## src/rtl/nts_tx_arbiter.sv

```systemverilog
// Round-robin arbiter sharing one TX extractor between ENGINES NTS engine TX FIFOs.
// Optional per-engine packet counters when NTS_TX_ARBITER_STATS_EN is defined.
module nts_tx_arbiter #(
    parameter int ENGINES        = 4,
    parameter int MAC_DATA_WIDTH = 64,
    parameter int IDX_WIDTH      = (ENGINES > 1) ? $clog2(ENGINES) : 1
) (
    input  logic                                i_clk,
    input  logic                                i_areset,

    input  logic [ENGINES-1:0]                  i_engine_packet_available,
    output logic [ENGINES-1:0]                  o_engine_packet_read,
    input  logic [ENGINES-1:0]                  i_engine_fifo_empty,
    output logic [ENGINES-1:0]                  o_engine_fifo_rd_start,
    input  logic [ENGINES-1:0]                  i_engine_fifo_rd_valid,
    input  logic [MAC_DATA_WIDTH*ENGINES-1:0]   i_engine_fifo_rd_data,
    input  logic [4*ENGINES-1:0]                i_engine_bytes_last_word,

    output logic                                o_extractor_packet_available,
    input  logic                                i_extractor_packet_read,
    output logic                                o_extractor_fifo_empty,
    input  logic                                i_extractor_fifo_rd_start,
    output logic                                o_extractor_fifo_rd_valid,
    output logic [MAC_DATA_WIDTH-1:0]           o_extractor_fifo_rd_data,
    output logic [3:0]                          o_extractor_bytes_last_word,

    output logic                                o_grant_valid,
    output logic [IDX_WIDTH-1:0]                o_grant_index
`ifdef NTS_TX_ARBITER_STATS_EN
    ,
    output logic [32*ENGINES-1:0]               o_stats_packets
`endif
);

    typedef enum logic [1:0] {
        ST_IDLE    = 2'd0,
        ST_GRANT   = 2'd1,
        ST_RELEASE = 2'd2
    } state_e;

    localparam logic [IDX_WIDTH:0]   ENG_CNT  = (IDX_WIDTH+1)'(ENGINES);
    localparam logic [IDX_WIDTH-1:0] LAST_IDX = IDX_WIDTH'(ENGINES - 1);

    state_e               state_q, state_d;
    logic [IDX_WIDTH-1:0] grant_idx_q, grant_idx_d;
    logic [IDX_WIDTH-1:0] rr_ptr_q, rr_ptr_d;

    logic                 grant_active;
    logic                 pick_found;
    logic [IDX_WIDTH-1:0] pick_idx;
    logic [IDX_WIDTH:0]   cand;

    logic                      sel_avail;
    logic                      sel_empty;
    logic                      sel_valid;
    logic [MAC_DATA_WIDTH-1:0] sel_data;
    logic [3:0]                sel_blw;

    assign grant_active = (state_q == ST_GRANT);

    // First available engine at or after rr_ptr, searching with wrap-around.
    always_comb begin
        pick_found = 1'b0;
        pick_idx   = '0;
        cand       = '0;
        for (int i = 0; i < ENGINES; i++) begin
            cand = {1'b0, rr_ptr_q} + (IDX_WIDTH+1)'(i);
            if (cand >= ENG_CNT) begin
                cand = cand - ENG_CNT;
            end
            if (!pick_found && i_engine_packet_available[cand[IDX_WIDTH-1:0]]) begin
                pick_found = 1'b1;
                pick_idx   = cand[IDX_WIDTH-1:0];
            end
        end
    end

    // Signals of the engine addressed by the grant index, before no-grant gating.
    always_comb begin
        sel_avail = 1'b0;
        sel_empty = 1'b1;
        sel_valid = 1'b0;
        sel_data  = '0;
        sel_blw   = '0;
        for (int k = 0; k < ENGINES; k++) begin
            if (grant_idx_q == IDX_WIDTH'(k)) begin
                sel_avail = i_engine_packet_available[k];
                sel_empty = i_engine_fifo_empty[k];
                sel_valid = i_engine_fifo_rd_valid[k];
                sel_data  = i_engine_fifo_rd_data[k*MAC_DATA_WIDTH +: MAC_DATA_WIDTH];
                sel_blw   = i_engine_bytes_last_word[k*4 +: 4];
            end
        end
    end

    always_ff @(posedge i_clk or posedge i_areset) begin
        if (i_areset) begin
            state_q     <= ST_IDLE;
            grant_idx_q <= '0;
            rr_ptr_q    <= '0;
        end else begin
            state_q     <= state_d;
            grant_idx_q <= grant_idx_d;
            rr_ptr_q    <= rr_ptr_d;
        end
    end

    // A grant lasts until the extractor pulses packet_read or the engine withdraws
    // available (abort); either way the pointer moves past the granted engine.
    always_comb begin
        state_d     = state_q;
        grant_idx_d = grant_idx_q;
        rr_ptr_d    = rr_ptr_q;
        case (state_q)
            ST_IDLE: begin
                if (pick_found) begin
                    state_d     = ST_GRANT;
                    grant_idx_d = pick_idx;
                end
            end
            ST_GRANT: begin
                if (i_extractor_packet_read || !sel_avail) begin
                    state_d = ST_RELEASE;
                end
            end
            ST_RELEASE: begin
                state_d  = ST_IDLE;
                rr_ptr_d = (grant_idx_q == LAST_IDX) ? '0 : grant_idx_q + 1'b1;
            end
            default: begin
                state_d = ST_IDLE;
            end
        endcase
    end

    // Strobes (packet_read, rd_start) are single-cycle pulses forwarded combinationally
    // to the granted engine only while in GRANT; everywhere else they are dropped.
    always_comb begin
        o_grant_valid                = grant_active;
        o_grant_index                = grant_idx_q;
        o_extractor_packet_available = grant_active & sel_avail;
        o_extractor_fifo_empty       = grant_active ? sel_empty : 1'b1;
        o_extractor_fifo_rd_valid    = grant_active & sel_valid;
        o_extractor_fifo_rd_data     = grant_active ? sel_data : '0;
        o_extractor_bytes_last_word  = grant_active ? sel_blw : 4'd0;
        o_engine_packet_read         = '0;
        o_engine_fifo_rd_start       = '0;
        for (int k = 0; k < ENGINES; k++) begin
            if (grant_active && (grant_idx_q == IDX_WIDTH'(k))) begin
                o_engine_packet_read[k]   = i_extractor_packet_read;
                o_engine_fifo_rd_start[k] = i_extractor_fifo_rd_start;
            end
        end
    end

`ifdef NTS_TX_ARBITER_STATS_EN
    logic [31:0] stats_q [ENGINES];

    // Only forwarded reads count, so aborted grants leave the counters untouched.
    always_ff @(posedge i_clk or posedge i_areset) begin
        if (i_areset) begin
            for (int k = 0; k < ENGINES; k++) begin
                stats_q[k] <= '0;
            end
        end else begin
            for (int k = 0; k < ENGINES; k++) begin
                if (o_engine_packet_read[k]) begin
                    stats_q[k] <= stats_q[k] + 32'd1;
                end
            end
        end
    end

    always_comb begin
        o_stats_packets = '0;
        for (int k = 0; k < ENGINES; k++) begin
            o_stats_packets[k*32 +: 32] = stats_q[k];
        end
    end
`endif

endmodule

```

## config.mk

```make
export PLATFORM = sky130hd
export DESIGN_NAME = nts_tx_arbiter
export DESIGN_NICKNAME = d
export VERILOG_FILES = /design/src/rtl/nts_tx_arbiter.sv
export SDC_FILE = /design/constraint.sdc
export NUM_CORES = 1
export LEC_CHECK = 0
export CORE_AREA = 2 2 144 146
export DETAILED_ROUTE_END_ITERATION = 8
export DIE_AREA = 0 0 146 148
export PLACE_DENSITY_LB_ADDON = 0.05
export SYNTH_ARGS = -nofsm -noshare
export SYNTH_HDL_FRONTEND = slang
export SYNTH_SLANG_ARGS = --single-unit
```

## constraint.sdc

```tcl
create_clock -name i_clk -period 2.4 [get_ports i_clk]
set_input_delay 0.48 -clock i_clk [delete_from_list [all_inputs] [get_ports i_clk]]
set_output_delay 0.48 -clock i_clk [all_outputs]
set_load 0.02 [all_outputs]
```

==> results.cfg <==
[power_and_ir_drop]
pwr-share-seq_pct = 2.8
clkPwrFrac_pct = 3.6
leakage_nw = 2.96
power_frac_comb_pct = 93.5
p_sw_mw = 3.53
internal_power_mw = 3.82
vdd_ir_drop_max_uv = 487
p_per_area_mw_per_mm2 = 1010
p_sw_share_pct = 48.0

[placed_design]
dp_hpwl_um = 15900
placed_cells = 1037
place.gp.congestion = 0.844
portBuffers = 369

[yosys]
synth.ff_latch_count = 6
synth_xor_area_share_pct = 0
synth-compound-area-share_pct = 64.3
synthAdderAreaFrac_pct = 1.94
syn_inst = 392
syn_avg_cell_area_um2 = 6.58
synthArstFlopShare_pct = 100
yosys_warnings = 0
yosysUniqueCellTypes = 34
seq_area_frac_synth_pct = 5.82
synthSimpleGateAreaFrac_pct = 16.1
synth_edf_count = 0
syn-num-nets = 684
synth-main-ff-cell = dfrtp_1
synthMuxAreaShare_pct = 0.436
netlist_area_mm2 = 0.00258
synth_top_family_by_area = compound AO/OA/AOI/OAI gates

[global_route]
grt_first_pass_wirelength_um = 29600
antenna_found_initial = 5
track_usage_pct = 17.4
overflow = 0
grt_pass1_vias = 4936
grt_max_degree = 33

[setup_path]
crit_path_end_kind = output pin
required_ps = 1920
max_stage_delay_ps = 420
cp_top_family = buffers and inverters
reg2reg_from = o_grant_index[0]$_DFFE_PP0P_
startpoint = o_grant_index[0]$_DFFE_PP0P_
worstRegToRegCells = 7
crit_cells = 8
crit_arrival_ps = 1940
cp_cell_sequence = buf_4 > buf_6 > ha_4 > and2_4 > buf_12 > buf_4 > a22o_1 > buf_6
crit_path_start_kind = flop
critical_path_class = flop to output pin
crit_fanout = 16
cp_slowest_cell = dfrtp_2
crit_buf_inv = 5

[routing]
wire_per_inst_um = 19.4
drt-met1-wl_um = 7760
drt_wl_total_um = 20400
wl_met2_um = 10700
wl_met3_um = 1530
top_layer_used = met4
route.detailed.drc = 0
ant_nets = 0
vias = 4728
firstDrtPassIters = 4
drt_iter0_markers = 143
avgViaCountPerCell = 4.49

[final_layout]
layout_commonest_cell = clkdlybuf4s50_1
final_nets = 1073
fill_cells = 2148
area_growth_pct = 183
multi_input_area_mm2 = 0.00228
regArea_um2 = 151
post-route-util_pct = 36.4
layout_common_cells = clkdlybuf4s50_1 (294), nand2_1 (72), a22o_1 (70)
instances_no_fill = 1054
drive_gt1_share_pct = 23.0

[timing]
fin_ws_ps = -22.3
hold_violations = 0
setup_violations = 4
whs_ps = 475
period_share_pct = 101
slew_headroom_pct = 82.0
rsz0062_at_grt = true
fmax_mhz = 413
slew_violations = 0
fin_worst_skew_ps = 0.203
tightestPinTransition_ps = 268
min_period_ps = 2420

[clock_tree]
clockBufferDepth = 2
worstSkewPairLatency_ps = 230
clock-root-buffer = clkbuf_16
clk_pin_slew_ps = 30
cts_sinks = 6
cts_buffers = 3
h-tree-depth = 1
cts_tree = done

[outcome]
outcome = finished with violations
violations = setup timing

[floorplanning]
die_w_um = 146
die_h_um = 148
die_area_mm2 = 0.0216
num_rows = 52
io-pin-count = 370
start_util_pct = 12.9
coreArea_mm2 = 0.0200

[worst_hold_path]
min_path_type = primary input to asynchronous set/reset pin

[run]
drv_cap = 0
-- sequential cells by signal, summed over array words and instances, names as in the netlist --
register,cells
o_grant_index,2
rr_ptr_q,2
state_q,2
-- power groups by stage --
stage / clock network (mW) / logic, mW / registers, mW
floorplan: 0 / 3.19 / 0.217
global placement: 0 / 6.39 / 0.202
detailed placement: 0 / 6.39 / 0.204
CTS: 0.271 / 6.55 / 0.208
global route: 0.279 / 7.41 / 0.215
finish: 0.268 / 6.88 / 0.207
-- area by class of cell --
class / count / share of cell area [%]
tap: 270 / 4.63
sequential: 6 / 2.07
antenna: 5 / 0.171
timing repair buffer: 434 / 60.3
clock buffer: 3 / 1.03
inverter: 10 / 0.514
multi-input combinational: 326 / 31.3
-- cell usage after synthesis (2+ instances only) --
| cell | instances | area, um^2 |
|---|---|---|
| nand2_1 | 72 | 270 |
| a22o_1 | 70 | 613 |
| o21ai_0 | 64 | 320 |
| a22oi_1 | 61 | 458 |
| buf_2 | 32 | 160 |
| a22oi_2 | 10 | 125 |
| clkbuf_1 | 10 | 37.5 |
| inv_1 | 10 | 37.5 |
| o21ai_1 | 10 | 50.1 |
| and3_1 | 8 | 50.1 |
| dfrtp_1 | 6 | 150 |
| a21oi_1 | 4 | 20.0 |
| ha_1 | 4 | 50.1 |
| buf_1 | 3 | 11.3 |
| buf_6 | 3 | 33.8 |
| a221oi_1 | 2 | 17.5 |
| nand2b_1 | 2 | 12.5 |
| nor2_1 | 2 | 7.51 |
| nor2b_1 | 2 | 12.5 |
| nor4bb_1 | 2 | 20.0 |
| o31ai_1 | 2 | 15.0 |
-- cell families (layout without fill, tap and decap cells) --
kind of cell               Yosys count  after routing
DFF                                  6              6
buffers and inverters               60            447
other                                0              5
and+or+nand+nor                     94             94
muxes                                1              1
adders and majority gates            4              4
AOI/OAI and AO/OA                  227            227
-- per-layer routing --
metal / vias to the layer above / GRT usage (%)
li1: 2307 / -
met1: 2193 / 19.2
met2: 208 / 33.3
met3: 20 / 4.14
met4: 0 / 4.47
met5: - / 0
-- worst paths after layout --
kind	to	slack (ps)
setup reg to reg	state_q[0]$_DFFE_PP0P_	620
min in group i_clk	rr_ptr_q[0]$_DFFE_PP0N_	600
hold reg to reg	rr_ptr_q[0]$_DFFE_PP0N_	600
max in group asynchronous	o_grant_index[0]$_DFFE_PP0P_	1720
setup / recovery	o_extractor_fifo_rd_data[48]	-20
hold / removal	state_q[1]$_DFFE_PP0P_	470
-- repair_timing --
action                                  CTS  global route
pin swaps                                12            29
gates cloned                              2             2
endpoints found under the setup margin   75            70
buffers inserted                          4             2
hold buffers                              0             0
gates resized for setup                 321           116
endpoints found under the hold margin     0             0
-- stage by stage --
| step | total power, mW | TNS, ps | worst slack, ps | cell area [um^2] |
|---|---|---|---|---|
| 2_1_floorplan | 3.41 | 0 | 29.1 | 2580 |
| 3_3_place_gp | 6.59 | -13470 | -395 | 7030 |
| 3_5_place_dp | 6.59 | -14550 | -415 | 7030 |
| 4_1_cts | 7.03 | -143 | -42.6 | 7040 |
| 5_1_grt | 7.90 | -1260 | -80.8 | 7300 |
| 6_report | 7.35 | -48.5 | -22.3 | 7300 |
(Power assumes the default switching activity.)
